==> config.mk <==
export PLATFORM = sky130hd
export DESIGN_NAME = axi_wr_arbiter_flat
export DESIGN_NICKNAME = d
export VERILOG_FILES = /design/src/rtl/axi_wr_arbiter_if.sv /design/src/rtl/axi_wr_arbiter.sv /design/src/flat_wrapper.sv
export SDC_FILE = /design/constraint.sdc
export NUM_CORES = 1
export LEC_CHECK = 0
export ABC_AREA = 1
export CELL_PAD_IN_SITES_DETAIL_PLACEMENT = 1
export CELL_PAD_IN_SITES_GLOBAL_PLACEMENT = 1
export CORE_AREA = 4 4 155 157
export CTS_CLUSTER_SIZE = 8
export DETAILED_ROUTE_END_ITERATION = 10
export DIE_AREA = 0 0 159 161
export HOLD_SLACK_MARGIN = 0.12
export PLACE_DENSITY_LB_ADDON = 0.1
export SETUP_SLACK_MARGIN = 0.05
export SYNTH_ARGS = -nofsm -noshare
export SYNTH_HDL_FRONTEND = slang
export SYNTH_SLANG_ARGS = --single-unit
export TNS_END_PERCENT = 10
==> constraint.sdc <==
create_clock -name clk -period 3.2 [get_ports clk]
set_input_delay 0.64 -clock clk [delete_from_list [all_inputs] [get_ports clk]]
set_output_delay 0.64 -clock clk [all_outputs]
set_load 0.01 [all_outputs]
==> src/rtl/axi_wr_arbiter_if.sv <==
// -----------------------------------------------------------------------------
// axi_wr_arbiter_if
// Bundles the AXI4 write-path signals around axi_wr_arbiter.
//   m_*  : NUM_M write masters, fields flattened (master i occupies slice i).
//   s_*  : the single shared memory-slave write port.
// Modports:
//   arb    - the arbiter itself (consumes master requests, drives the slave).
//   master - the write-master side (drives m_* requests, sees m_* responses).
//   slave  - the memory-slave side (drives s_* ready/B, sees s_* requests).
// -----------------------------------------------------------------------------
interface axi_wr_arbiter_if #(
    parameter int NUM_M         = 2,
    parameter int ID_WIDTH      = 1,
    parameter int ADDRESS_WIDTH = 32,
    parameter int DATA_WIDTH    = 64
);
    localparam int STRB_WIDTH = DATA_WIDTH / 8;

    // master side
    logic [NUM_M-1:0]               m_aw_valid;
    logic [NUM_M-1:0]               m_aw_ready;
    logic [NUM_M*ID_WIDTH-1:0]      m_aw_id;
    logic [NUM_M*ADDRESS_WIDTH-1:0] m_aw_addr;
    logic [NUM_M*8-1:0]             m_aw_len;
    logic [NUM_M*3-1:0]             m_aw_size;
    logic [NUM_M*2-1:0]             m_aw_burst;
    logic [NUM_M-1:0]               m_w_valid;
    logic [NUM_M-1:0]               m_w_ready;
    logic [NUM_M*DATA_WIDTH-1:0]    m_w_data;
    logic [NUM_M*STRB_WIDTH-1:0]    m_w_strb;
    logic [NUM_M-1:0]               m_w_last;
    logic [NUM_M-1:0]               m_b_valid;
    logic [NUM_M-1:0]               m_b_ready;
    logic [ID_WIDTH-1:0]            m_b_id;
    logic [1:0]                     m_b_resp;

    // slave side
    logic                           s_aw_valid;
    logic                           s_aw_ready;
    logic [ID_WIDTH-1:0]            s_aw_id;
    logic [ADDRESS_WIDTH-1:0]       s_aw_addr;
    logic [7:0]                     s_aw_len;
    logic [2:0]                     s_aw_size;
    logic [1:0]                     s_aw_burst;
    logic [3:0]                     s_aw_cache;
    logic [2:0]                     s_aw_prot;
    logic [3:0]                     s_aw_qos;
    logic [3:0]                     s_aw_region;
    logic                           s_w_valid;
    logic                           s_w_ready;
    logic [DATA_WIDTH-1:0]          s_w_data;
    logic [STRB_WIDTH-1:0]          s_w_strb;
    logic                           s_w_last;
    logic                           s_b_valid;
    logic                           s_b_ready;
    logic [ID_WIDTH-1:0]            s_b_id;
    logic [1:0]                     s_b_resp;

    modport arb (
        input  m_aw_valid, m_aw_id, m_aw_addr, m_aw_len, m_aw_size, m_aw_burst,
        input  m_w_valid, m_w_data, m_w_strb, m_w_last, m_b_ready,
        output m_aw_ready, m_w_ready, m_b_valid, m_b_id, m_b_resp,
        output s_aw_valid, s_aw_id, s_aw_addr, s_aw_len, s_aw_size, s_aw_burst,
        output s_aw_cache, s_aw_prot, s_aw_qos, s_aw_region,
        output s_w_valid, s_w_data, s_w_strb, s_w_last, s_b_ready,
        input  s_aw_ready, s_w_ready, s_b_valid, s_b_id, s_b_resp
    );

    modport master (
        output m_aw_valid, m_aw_id, m_aw_addr, m_aw_len, m_aw_size, m_aw_burst,
        output m_w_valid, m_w_data, m_w_strb, m_w_last, m_b_ready,
        input  m_aw_ready, m_w_ready, m_b_valid, m_b_id, m_b_resp
    );

    modport slave (
        input  s_aw_valid, s_aw_id, s_aw_addr, s_aw_len, s_aw_size, s_aw_burst,
        input  s_aw_cache, s_aw_prot, s_aw_qos, s_aw_region,
        input  s_w_valid, s_w_data, s_w_strb, s_w_last, s_b_ready,
        output s_aw_ready, s_w_ready, s_b_valid, s_b_id, s_b_resp
    );
endinterface

==> src/rtl/axi_wr_arbiter.sv <==
// -----------------------------------------------------------------------------
// axi_wr_arbiter
// Round-robin arbiter sharing one AXI4 write path (AW/W/B) between NUM_M
// masters, one outstanding burst at a time. The grant is held from AW
// acceptance through the B handshake. W beats are counted against the latched
// burst length; s_w_last is regenerated from that count and any disagreement
// with the master's own w_last raises a one-cycle wlast_err pulse.
// Ports:
//   clk       - clock, rising edge
//   rst       - asynchronous active-low reset
//   bus       - axi_wr_arbiter_if (arb modport): master and slave channels
//   grant     - one-hot current owner, zero while idle
//   wlast_err - one-cycle pulse after a W handshake with a w_last mismatch
// -----------------------------------------------------------------------------
module axi_wr_arbiter #(
    parameter int NUM_M         = 2,
    parameter int ID_WIDTH      = 1,
    parameter int ADDRESS_WIDTH = 32,
    parameter int DATA_WIDTH    = 64
) (
    input  logic             clk,
    input  logic             rst,
    axi_wr_arbiter_if.arb    bus,
    output logic [NUM_M-1:0] grant,
    output logic             wlast_err
);
    localparam int STRB_W = DATA_WIDTH / 8;
    localparam int IDX_W  = $clog2(NUM_M);
    localparam int CW     = IDX_W + 1;   // room for index + offset before wrap

    typedef enum logic [1:0] {ST_IDLE, ST_ADDR, ST_DATA, ST_RESP} state_e;

    state_e             state_q, state_d;
    logic [NUM_M-1:0]   grant_q, grant_d;
    logic [IDX_W-1:0]   gidx_q, gidx_d;
    logic [IDX_W-1:0]   rr_ptr_q, rr_ptr_d;
    logic [7:0]         beat_cnt_q, beat_cnt_d;
    logic [7:0]         len_q, len_d;
    logic               wlast_err_q, wlast_err_d;

    logic                     sel_aw_valid_s, sel_w_valid_s, sel_w_last_s, sel_b_ready_s;
    logic [ID_WIDTH-1:0]      sel_aw_id_s;
    logic [ADDRESS_WIDTH-1:0] sel_aw_addr_s;
    logic [7:0]               sel_aw_len_s;
    logic [2:0]               sel_aw_size_s;
    logic [1:0]               sel_aw_burst_s;
    logic [DATA_WIDTH-1:0]    sel_w_data_s;
    logic [STRB_W-1:0]        sel_w_strb_s;
    logic                     pick_valid_s;
    logic [IDX_W-1:0]         pick_idx_s;
    logic [IDX_W-1:0]         rr_next_s;
    logic                     in_addr_s, in_data_s, in_resp_s;
    logic                     aw_hs_s, w_hs_s, b_hs_s, last_beat_s;

    assign in_addr_s   = (state_q == ST_ADDR);
    assign in_data_s   = (state_q == ST_DATA);
    assign in_resp_s   = (state_q == ST_RESP);
    assign last_beat_s = (beat_cnt_q == len_q);
    assign aw_hs_s     = in_addr_s & sel_aw_valid_s & bus.s_aw_ready;
    assign w_hs_s      = in_data_s & sel_w_valid_s & bus.s_w_ready;
    assign b_hs_s      = in_resp_s & bus.s_b_valid & sel_b_ready_s;

    // Select the granted master's request fields (AND-OR mux over all slices).
    always_comb begin
        logic hit;
        hit            = 1'b0;
        sel_aw_valid_s = 1'b0;
        sel_w_valid_s  = 1'b0;
        sel_w_last_s   = 1'b0;
        sel_b_ready_s  = 1'b0;
        sel_aw_id_s    = '0;
        sel_aw_addr_s  = '0;
        sel_aw_len_s   = 8'd0;
        sel_aw_size_s  = 3'd0;
        sel_aw_burst_s = 2'd0;
        sel_w_data_s   = '0;
        sel_w_strb_s   = '0;
        for (int i = 0; i < NUM_M; i++) begin
            hit            = (gidx_q == IDX_W'(i));
            sel_aw_valid_s = sel_aw_valid_s | (bus.m_aw_valid[i] & hit);
            sel_w_valid_s  = sel_w_valid_s  | (bus.m_w_valid[i]  & hit);
            sel_w_last_s   = sel_w_last_s   | (bus.m_w_last[i]   & hit);
            sel_b_ready_s  = sel_b_ready_s  | (bus.m_b_ready[i]  & hit);
            sel_aw_id_s    = sel_aw_id_s    | (bus.m_aw_id[i*ID_WIDTH +: ID_WIDTH] & {ID_WIDTH{hit}});
            sel_aw_addr_s  = sel_aw_addr_s  | (bus.m_aw_addr[i*ADDRESS_WIDTH +: ADDRESS_WIDTH] & {ADDRESS_WIDTH{hit}});
            sel_aw_len_s   = sel_aw_len_s   | (bus.m_aw_len[i*8 +: 8] & {8{hit}});
            sel_aw_size_s  = sel_aw_size_s  | (bus.m_aw_size[i*3 +: 3] & {3{hit}});
            sel_aw_burst_s = sel_aw_burst_s | (bus.m_aw_burst[i*2 +: 2] & {2{hit}});
            sel_w_data_s   = sel_w_data_s   | (bus.m_w_data[i*DATA_WIDTH +: DATA_WIDTH] & {DATA_WIDTH{hit}});
            sel_w_strb_s   = sel_w_strb_s   | (bus.m_w_strb[i*STRB_W +: STRB_W] & {STRB_W{hit}});
        end
    end

    // Round-robin pick: first AW requester at or after rr_ptr, wrapping.
    always_comb begin
        logic [CW-1:0] cand;
        logic          take;
        logic [CW-1:0] inc;
        cand         = '0;
        take         = 1'b0;
        pick_valid_s = 1'b0;
        pick_idx_s   = '0;
        for (int k = 0; k < NUM_M; k++) begin
            cand         = {1'b0, rr_ptr_q} + CW'(k);
            cand         = (cand >= CW'(NUM_M)) ? (cand - CW'(NUM_M)) : cand;
            take         = ~pick_valid_s & bus.m_aw_valid[cand[IDX_W-1:0]];
            pick_idx_s   = take ? cand[IDX_W-1:0] : pick_idx_s;
            pick_valid_s = pick_valid_s | take;
        end
        inc       = {1'b0, gidx_q} + CW'(1);
        inc       = (inc >= CW'(NUM_M)) ? CW'(0) : inc;
        rr_next_s = inc[IDX_W-1:0];
    end

    // Next-state logic for the burst FSM and its bookkeeping registers.
    always_comb begin
        state_d     = state_q;
        grant_d     = grant_q;
        gidx_d      = gidx_q;
        rr_ptr_d    = rr_ptr_q;
        beat_cnt_d  = beat_cnt_q;
        len_d       = len_q;
        wlast_err_d = 1'b0;
        case (state_q)
            ST_IDLE: begin
                if (pick_valid_s) begin
                    grant_d = {{(NUM_M-1){1'b0}}, 1'b1} << pick_idx_s;
                    gidx_d  = pick_idx_s;
                    state_d = ST_ADDR;
                end else begin
                    state_d = ST_IDLE;
                end
            end
            ST_ADDR: begin
                if (aw_hs_s) begin
                    len_d      = sel_aw_len_s;
                    beat_cnt_d = 8'd0;
                    state_d    = ST_DATA;
                end else begin
                    state_d = ST_ADDR;
                end
            end
            ST_DATA: begin
                if (w_hs_s) begin
                    // The counter, not the master's w_last, decides the end.
                    beat_cnt_d  = beat_cnt_q + 8'd1;
                    wlast_err_d = (sel_w_last_s != last_beat_s);
                    state_d     = last_beat_s ? ST_RESP : ST_DATA;
                end else begin
                    state_d = ST_DATA;
                end
            end
            ST_RESP: begin
                if (b_hs_s) begin
                    rr_ptr_d = rr_next_s;
                    grant_d  = '0;
                    state_d  = ST_IDLE;
                end else begin
                    state_d = ST_RESP;
                end
            end
            default: begin
                grant_d = '0;
                state_d = ST_IDLE;
            end
        endcase
    end

    // State and bookkeeping registers.
    always_ff @(posedge clk or negedge rst) begin
        if (!rst) begin
            state_q     <= ST_IDLE;
            grant_q     <= '0;
            gidx_q      <= '0;
            rr_ptr_q    <= '0;
            beat_cnt_q  <= 8'd0;
            len_q       <= 8'd0;
            wlast_err_q <= 1'b0;
        end else begin
            state_q     <= state_d;
            grant_q     <= grant_d;
            gidx_q      <= gidx_d;
            rr_ptr_q    <= rr_ptr_d;
            beat_cnt_q  <= beat_cnt_d;
            len_q       <= len_d;
            wlast_err_q <= wlast_err_d;
        end
    end

    // Per-master handshakes reach only the granted master; grant_q is the mask.
    assign bus.m_aw_ready = grant_q & {NUM_M{in_addr_s & bus.s_aw_ready}};
    assign bus.m_w_ready  = grant_q & {NUM_M{in_data_s & bus.s_w_ready}};
    assign bus.m_b_valid  = grant_q & {NUM_M{in_resp_s & bus.s_b_valid}};
    assign bus.m_b_id     = in_resp_s ? bus.s_b_id : '0;
    assign bus.m_b_resp   = in_resp_s ? bus.s_b_resp : 2'b00;

    assign bus.s_aw_valid  = in_addr_s & sel_aw_valid_s;
    assign bus.s_aw_id     = in_addr_s ? sel_aw_id_s : '0;
    assign bus.s_aw_addr   = in_addr_s ? sel_aw_addr_s : '0;
    assign bus.s_aw_len    = in_addr_s ? sel_aw_len_s : 8'd0;
    assign bus.s_aw_size   = in_addr_s ? sel_aw_size_s : 3'd0;
    assign bus.s_aw_burst  = in_addr_s ? sel_aw_burst_s : 2'd0;
    assign bus.s_aw_cache  = 4'b0011;
    assign bus.s_aw_prot   = 3'b000;
    assign bus.s_aw_qos    = 4'h0;
    assign bus.s_aw_region = 4'h0;

    assign bus.s_w_valid = in_data_s & sel_w_valid_s;
    assign bus.s_w_data  = in_data_s ? sel_w_data_s : '0;
    assign bus.s_w_strb  = in_data_s ? sel_w_strb_s : '0;
    assign bus.s_w_last  = in_data_s & last_beat_s;
    assign bus.s_b_ready = in_resp_s & sel_b_ready_s;

    assign grant     = grant_q;
    assign wlast_err = wlast_err_q;
endmodule

==> src/flat_wrapper.sv <==
// flat-port wrapper written by rule: the top's interface ports become plain ports
module axi_wr_arbiter_flat 
#(
    parameter int NUM_M         = 2,
    parameter int ID_WIDTH      = 1,
    parameter int ADDRESS_WIDTH = 32,
    parameter int DATA_WIDTH    = 64
)
  (clk, rst, grant, wlast_err, bus_m_aw_valid, bus_m_aw_id, bus_m_aw_addr, bus_m_aw_len, bus_m_aw_size, bus_m_aw_burst, bus_m_w_valid, bus_m_w_data, bus_m_w_strb, bus_m_w_last, bus_m_b_ready, bus_m_aw_ready, bus_m_w_ready, bus_m_b_valid, bus_m_b_id, bus_m_b_resp, bus_s_aw_valid, bus_s_aw_id, bus_s_aw_addr, bus_s_aw_len, bus_s_aw_size, bus_s_aw_burst, bus_s_aw_cache, bus_s_aw_prot, bus_s_aw_qos, bus_s_aw_region, bus_s_w_valid, bus_s_w_data, bus_s_w_strb, bus_s_w_last, bus_s_b_ready, bus_s_aw_ready, bus_s_w_ready, bus_s_b_valid, bus_s_b_id, bus_s_b_resp);
  axi_wr_arbiter_if #(.NUM_M(NUM_M), .ID_WIDTH(ID_WIDTH), .ADDRESS_WIDTH(ADDRESS_WIDTH), .DATA_WIDTH(DATA_WIDTH)) bus_i ();
  input  logic clk;
  input  logic rst;
  output logic [NUM_M-1:0] grant;
  output logic wlast_err;
  input wire logic [$bits(bus_i.m_aw_valid)-1:0] bus_m_aw_valid;
  input wire logic [$bits(bus_i.m_aw_id)-1:0] bus_m_aw_id;
  input wire logic [$bits(bus_i.m_aw_addr)-1:0] bus_m_aw_addr;
  input wire logic [$bits(bus_i.m_aw_len)-1:0] bus_m_aw_len;
  input wire logic [$bits(bus_i.m_aw_size)-1:0] bus_m_aw_size;
  input wire logic [$bits(bus_i.m_aw_burst)-1:0] bus_m_aw_burst;
  input wire logic [$bits(bus_i.m_w_valid)-1:0] bus_m_w_valid;
  input wire logic [$bits(bus_i.m_w_data)-1:0] bus_m_w_data;
  input wire logic [$bits(bus_i.m_w_strb)-1:0] bus_m_w_strb;
  input wire logic [$bits(bus_i.m_w_last)-1:0] bus_m_w_last;
  input wire logic [$bits(bus_i.m_b_ready)-1:0] bus_m_b_ready;
  output wire logic [$bits(bus_i.m_aw_ready)-1:0] bus_m_aw_ready;
  output wire logic [$bits(bus_i.m_w_ready)-1:0] bus_m_w_ready;
  output wire logic [$bits(bus_i.m_b_valid)-1:0] bus_m_b_valid;
  output wire logic [$bits(bus_i.m_b_id)-1:0] bus_m_b_id;
  output wire logic [$bits(bus_i.m_b_resp)-1:0] bus_m_b_resp;
  output wire logic [$bits(bus_i.s_aw_valid)-1:0] bus_s_aw_valid;
  output wire logic [$bits(bus_i.s_aw_id)-1:0] bus_s_aw_id;
  output wire logic [$bits(bus_i.s_aw_addr)-1:0] bus_s_aw_addr;
  output wire logic [$bits(bus_i.s_aw_len)-1:0] bus_s_aw_len;
  output wire logic [$bits(bus_i.s_aw_size)-1:0] bus_s_aw_size;
  output wire logic [$bits(bus_i.s_aw_burst)-1:0] bus_s_aw_burst;
  output wire logic [$bits(bus_i.s_aw_cache)-1:0] bus_s_aw_cache;
  output wire logic [$bits(bus_i.s_aw_prot)-1:0] bus_s_aw_prot;
  output wire logic [$bits(bus_i.s_aw_qos)-1:0] bus_s_aw_qos;
  output wire logic [$bits(bus_i.s_aw_region)-1:0] bus_s_aw_region;
  output wire logic [$bits(bus_i.s_w_valid)-1:0] bus_s_w_valid;
  output wire logic [$bits(bus_i.s_w_data)-1:0] bus_s_w_data;
  output wire logic [$bits(bus_i.s_w_strb)-1:0] bus_s_w_strb;
  output wire logic [$bits(bus_i.s_w_last)-1:0] bus_s_w_last;
  output wire logic [$bits(bus_i.s_b_ready)-1:0] bus_s_b_ready;
  input wire logic [$bits(bus_i.s_aw_ready)-1:0] bus_s_aw_ready;
  input wire logic [$bits(bus_i.s_w_ready)-1:0] bus_s_w_ready;
  input wire logic [$bits(bus_i.s_b_valid)-1:0] bus_s_b_valid;
  input wire logic [$bits(bus_i.s_b_id)-1:0] bus_s_b_id;
  input wire logic [$bits(bus_i.s_b_resp)-1:0] bus_s_b_resp;
  assign bus_i.m_aw_valid = bus_m_aw_valid;
  assign bus_i.m_aw_id = bus_m_aw_id;
  assign bus_i.m_aw_addr = bus_m_aw_addr;
  assign bus_i.m_aw_len = bus_m_aw_len;
  assign bus_i.m_aw_size = bus_m_aw_size;
  assign bus_i.m_aw_burst = bus_m_aw_burst;
  assign bus_i.m_w_valid = bus_m_w_valid;
  assign bus_i.m_w_data = bus_m_w_data;
  assign bus_i.m_w_strb = bus_m_w_strb;
  assign bus_i.m_w_last = bus_m_w_last;
  assign bus_i.m_b_ready = bus_m_b_ready;
  assign bus_m_aw_ready = bus_i.m_aw_ready;
  assign bus_m_w_ready = bus_i.m_w_ready;
  assign bus_m_b_valid = bus_i.m_b_valid;
  assign bus_m_b_id = bus_i.m_b_id;
  assign bus_m_b_resp = bus_i.m_b_resp;
  assign bus_s_aw_valid = bus_i.s_aw_valid;
  assign bus_s_aw_id = bus_i.s_aw_id;
  assign bus_s_aw_addr = bus_i.s_aw_addr;
  assign bus_s_aw_len = bus_i.s_aw_len;
  assign bus_s_aw_size = bus_i.s_aw_size;
  assign bus_s_aw_burst = bus_i.s_aw_burst;
  assign bus_s_aw_cache = bus_i.s_aw_cache;
  assign bus_s_aw_prot = bus_i.s_aw_prot;
  assign bus_s_aw_qos = bus_i.s_aw_qos;
  assign bus_s_aw_region = bus_i.s_aw_region;
  assign bus_s_w_valid = bus_i.s_w_valid;
  assign bus_s_w_data = bus_i.s_w_data;
  assign bus_s_w_strb = bus_i.s_w_strb;
  assign bus_s_w_last = bus_i.s_w_last;
  assign bus_s_b_ready = bus_i.s_b_ready;
  assign bus_i.s_aw_ready = bus_s_aw_ready;
  assign bus_i.s_w_ready = bus_s_w_ready;
  assign bus_i.s_b_valid = bus_s_b_valid;
  assign bus_i.s_b_id = bus_s_b_id;
  assign bus_i.s_b_resp = bus_s_b_resp;
  axi_wr_arbiter #(.NUM_M(NUM_M), .ID_WIDTH(ID_WIDTH), .ADDRESS_WIDTH(ADDRESS_WIDTH), .DATA_WIDTH(DATA_WIDTH)) u_core (.clk(clk), .rst(rst), .bus(bus_i), .grant(grant), .wlast_err(wlast_err));
endmodule
Yosys cells after proc, flatten, opt, wreduce, memory -nomap -nowiden
Index checks and enable logic that the tools add are counted.
W data, S select, Z words.
{"block": "word_totals", "regBits": 23, "inputBits": 252, "output_inout_bits": 149, "wordCells": 117}
{"block": "op_classes", "n_addsub": 5, "order_cmp": 5, "n_eq_ne": 9, "n_shift": 1, "muxes": 32, "bitwise": 50, "n_reduce_logical": 8}
{"op": "$and A64 B64 Y64", "n": 2}
{"op": "$and A32 B32 Y32", "n": 2}
{"op": "$mux W64", "n": 1}
{"op": "$or A64 B64 Y64", "n": 1}
{"op": "$and A8 B8 Y8", "n": 4}
{"op": "$mux W32", "n": 1}
{"op": "$mux W8", "n": 4}
{"op": "$or A32 B32 Y32", "n": 1}
{"op": "$and A1 B1 Y1", "n": 21}
{"op": "$or A8 B8 Y8", "n": 2}
{"op": "$pmux W8 S2", "n": 1}
{"op": "$mux W1", "n": 15}
{"op": "$mux W2", "n": 7}
{"op": "$and A2 B2 Y2", "n": 5}
{"op": "$add A8 B1 Y8 const B", "n": 1}
{"op": "$eq A8 B8 Y1", "n": 1}
{"op": "$pmux W2 S4", "n": 1}
{"op": "$and A3 B3 Y3", "n": 2}
{"op": "$ne A2 B2 Y1 const B", "n": 3}
{"op": "$or A1 B1 Y1", "n": 6}
{"op": "$reduce_and A2 Y1", "n": 3}
{"op": "$reduce_and A3 Y1", "n": 2}
{"op": "$add A1 B1 Y2 const B", "n": 2}
{"op": "$eq A2 B2 Y1 const B", "n": 2}
{"op": "15 further kinds", "n": 20}

Longest topological paths before layout
{"block": "logic_depth", "word_depth": 10, "depth_mapped": 11, "ltp_nobuf": 9}

Worst setup path before layout
No wires, ideal clock.
{"block": "synth_timing", "kind": "reg-to-output", "from": "register u_core.state_q[0]", "to": "output bus_s_w_data[53]", "t_arrival_ps": 1448, "t_required_ps": 2560, "slack_ps": 1112, "path_stages_with_launch": 8, "path_buffers": 3, "cell_sequence": "dfrtp_1 -> inv_1 -> ha_1 -> buf_2 -> buf_2 -> clkbuf_1 -> o21ai_0 -> nor2_1"}
{"block": "synth_between", "elab_chain_cells": 2}
{"element": "start, declared", "line_no": "axi_wr_arbiter.sv:33", "rtl": "state_e state_q, state_d;"}
{"element": "start signal, assigned", "line_no": "axi_wr_arbiter.sv:180", "rtl": "state_q <= state_d;"}
{"element": "$eq A2 B2 Y1", "line_no": "axi_wr_arbiter.sv:56", "rtl": "assign in_data_s = (state_q == ST_DATA);"}
{"element": "$mux W64", "line_no": "axi_wr_arbiter.sv:209", "rtl": "assign bus.s_w_data = in_data_s ? sel_w_data_s : '0;"}
{"element": "end, declared", "line_no": "flat_wrapper.sv:42", "rtl": "output wire logic [$bits(bus_i.s_w_data)-1:0] bus_s_w_data;"}
No other way between the ends.

Worst setup path after layout
{"block": "layout_timing", "from": "register u_core.state_q[0]", "to": "output bus_s_w_data[34]"}
Same word-level chain as after synthesis.

==> results.rst <==
.. list-table::
   :header-rows: 1

   * - Metric
     - Value
   * - Tcrit/Tclk final
     - 91.7%
   * - Crit path arrival time
     - around 2300 ps
   * - Sum of routed wire length over all layers
     - ~23000 µm
   * - Post-Route Hold Slack
     - 506 ps
   * - Mean post-synth cell area
     - 5.43 µm²
   * - Minimum clock period after layout
     - about 2900 ps
   * - Number of global-route vias before repair
     - ~5.4k
   * - Number of cell rows
     - between 50 and 60
   * - Count of different cell masters after synthesis
     - 29
   * - DRC marker count from the first detailed-route iteration
     - 164
   * - Setup repair after global routing missed its margin
     - no
   * - Floorplan die area
     - 25600 µm²
   * - Crit path cell chain
     - inv_1 -> ha_2 -> buf_4 -> o21ai_0 -> nor2_1 -> clkdlybuf4s50_1
   * - Largest delay contributor family on the critical path
     - buffers and inverters
   * - Number of buffer and inverter stages on the critical path
     - 3
   * - Number of enable-type register cells in the synthesized netlist
     - 0
   * - Number of buffers inserted during clock tree synthesis
     - 3
   * - Crit path required time
     - 2560 ps
   * - Critical path's largest stage delay
     - roughly 600 ps
   * - Hold Crit Class
     - flip-flop to flip-flop
   * - Category of the critical setup timing path
     - flip-flop to primary output
   * - Deepest level of the CTS H-tree
     - 1
   * - Total number of yosys warnings
     - 0
   * - Die H
     - approximately 160 µm
   * - Number of top-level pins
     - around 400
   * - Number of instances in the synthesized netlist
     - around 620
   * - Maximum number of pins on one net before global-route repair
     - roughly 130
   * - Critical Path End Type
     - primary output
   * - Layout cell share with drive strength beyond 1
     - 3.81%
   * - Worst Max-Slew Pin Slew
     - approximately 760 ps
   * - Result of the run
     - finished, final reports clean
   * - Power per cell area
     - between 500 and 600 nW/µm²
   * - Number of failing hold endpoints at the final stage
     - 0
   * - Final max-slew violation count
     - 0
   * - TritonCTS clock tree
     - yes
   * - Initial antenna violation count
     - 3
   * - Commonest non-fill, non-tap cell in the layout
     - sky130_fd_sc_hd__clkdlybuf4s50_1
   * - Layout filler cell count
     - roughly 2.8k
   * - Proportion of synthesized chip area in sequential cells
     - about 17%
   * - Count of unresolved DRC violations after routing
     - 0
   * - Via count normalized by instance count
     - slightly above 4
   * - Worst skew pair latency
     - about 260 ps
   * - Count of input and output buffers
     - 385
   * - ANT nets after route
     - 0
   * - Fraction of synthesis flops using an asynchronous set or reset pin
     - 100%
   * - Register-to-register path setup slack
     - between 1000 and 1500 ps
   * - Syn Std Cell Area
     - about 3400 µm²
   * - Final HPWL from detailed placement
     - around 19000 µm
   * - Total vias in the final route
     - 5138
   * - Length of the first detailed-routing pass in iterations
     - 4
   * - Relative max-transition margin
     - ~50%
   * - Register bit count reported by yosys
     - 23
   * - Average wire length per cell after detail routing
     - 18.2 µm
   * - Chip width
     - about 160 µm
   * - Maximum buffer depth of the clock tree
     - 2
   * - Maximum vdd drop
     - 234 µV
   * - Clock tree root buffer cell
     - sky130_fd_sc_hd__clkbuf_16
   * - Layout Area Growth over Synthesis
     - 123%
   * - TritonCTS Sinks
     - 23
   * - Final RePlAce weighted congestion
     - around 0.89
   * - Max Cap Viol
     - 0
   * - Commonest register cell after synthesis
     - sky130_fd_sc_hd__dfrtp_1
   * - Initial standard-cell utilization of the core
     - around 15%
   * - Portion of synthesized cell area occupied by the leading cell type
     - 27.2%
   * - Number of nets in the final layout
     - approximately 1.2k
   * - Top cell type by total area after synthesis
     - sky130_fd_sc_hd__nor2_1
   * - Ranking of synthesized cells by area
     - sky130_fd_sc_hd__nor2_1 (27%), sky130_fd_sc_hd__o21ai_0 (18%), sky130_fd_sc_hd__dfrtp_1 (17%)
   * - Fin Clk Skew
     - around 4.6 ps
   * - Clock-pin slew on the worst setup and hold paths
     - roughly 60 ps
   * - Final setup violating endpoints
     - 0
   * - Slowest stage cell on the critical path
     - sky130_fd_sc_hd__clkdlybuf4s50_1
   * - Global-route total usage across every layer
     - about 17%
   * - Total core area
     - 22500 µm²
   * - Critical path startpoint category
     - flip-flop
   * - Wire length of the first global-routing pass
     - around 34000 µm
   * - Leading cell types in the layout, fill and taps excluded
     - sky130_fd_sc_hd__clkdlybuf4s50_1 (385), sky130_fd_sc_hd__nor2_1 (243), sky130_fd_sc_hd__o21ai_0 (122)
   * - Overflow after GRT
     - 0
   * - Leakage power total
     - 3.12 nW
   * - Sum of negative setup slack
     - 0 ps
   * - Highest clock frequency the design can meet
     - ~0.34 GHz
   * - Biggest fanout along the worst timing path
     - 32
==> synth_stat cells, types with 6 or more instances <==
master                       n
sky130_fd_sc_hd__nor2_1    243
sky130_fd_sc_hd__o21ai_0   122
sky130_fd_sc_hd__nand2_1    70
sky130_fd_sc_hd__inv_1      36
sky130_fd_sc_hd__buf_4      26
sky130_fd_sc_hd__clkbuf_1   23
sky130_fd_sc_hd__dfrtp_1    23
sky130_fd_sc_hd__nand3_1    10
sky130_fd_sc_hd__o21ai_2     9
sky130_fd_sc_hd__mux2i_1     8
sky130_fd_sc_hd__buf_2       6
sky130_fd_sc_hd__ha_1        6
==> area by class of cell <==
class | count | area [µm²] | share of cell area [%]
inverters | 37 | 140 | 1.87
well taps | 285 | 357 | 4.75
flip-flops and latches | 23 | 579 | 7.72
diodes | 3 | 7.51 | 0.100
clock buffers | 4 | 78.8 | 1.05
multi-input cells | 512 | 2340 | 31.2
repair buffers | 396 | 4000 | 53.3
==> path summary, 6_finish.rpt <==
| check | start | end | cells after the start |
|---|---|---|---|
| max in group asynchronous | rst | u_core.beat_cnt_q[6] | 2 |
| worst min register to register | u_core.len_q[6] | u_core.len_q[6] | 2 |
| worst min-delay path | u_core.len_q[6] | u_core.len_q[6] | 2 |
| worst max register to register | u_core.gidx_q | u_core.beat_cnt_q[4] | 8 |
| worst max-delay path | u_core.state_q[0] | bus_s_w_data[34] | 6 |
| min in group asynchronous | rst | u_core.len_q[7] | 1 |
==> through the flow <==
stage	instance area [µm²]	util [%]	power (mW)	instances	setup slack, ps
CTS	7490	33.3	4.54	1257	100
floorplan	3410	-	2.26	632	1110
detailed placement	7420	33.0	4.22	1253	396
finish	7500	33.4	4.43	1260	265
global route	7500	33.4	4.85	1260	162
global placement	7420	33.0	4.21	1253	443
==> timing repair <==
action	CTS	global route
gates resized for setup	0	1
setup buffers	0	0
endpoints found under the setup margin	0	6
hold buffers	0	0
==> worst reg2reg max path, delay by kind of cell, from the launching register on <==
family	cells	cell delay [ps]
AOI/OAI and AO/OA	3	300
buffers and inverters	1	420
DFF	1	430
and+or+nand+nor	4	670
==> logic make-up (layout without fill, tap and decap cells) <==
logic type / after synthesis / after routing / share of synthesized area (%)
and+or+nand+nor: 343 / 343 / 40.6
xor gates and xnor gates: 5 / 5 / 1.30
other: 2 / 18 / 0.224
buffers and inverters: 97 / 437 / 14.7
AOI/OAI and AO/OA: 135 / 135 / 21.5
DFF: 23 / 23 / 17.1
muxes: 8 / 8 / 2.38
adders and majority gates: 6 / 6 / 2.23
==> per-layer routing <==
layer / share of wire, % / global-route usage, % / routed length, µm
met1: 39 / 17.9 / 8810
met2: 52 / 31.2 / 11800
met3: 8.1 / 5.64 / 1860
met4: 1.7 / 4.10 / 386
met5: 0 / 0 / 0
==> state kept, by name, indices dropped and copies added (netlist names) <==
signal,count
u_core.gidx_q,1
u_core.wlast_err,1
u_core.grant,2
u_core.state_q,2
u_core.len_q,8
u_core.beat_cnt_q,8
u_core.rr_ptr_q,1
==> power breakdown <==
part | internal [mW] | total (mW) | switching, mW
Sequential | 0.390 | 0.481 | 0.0913
Combinational | 1.72 | 3.67 | 1.94
Clock | 0.170 | 0.278 | 0.108
Total | 2.28 | 4.43 | 2.14
Note: power is estimated with default switching activity, not from simulation.
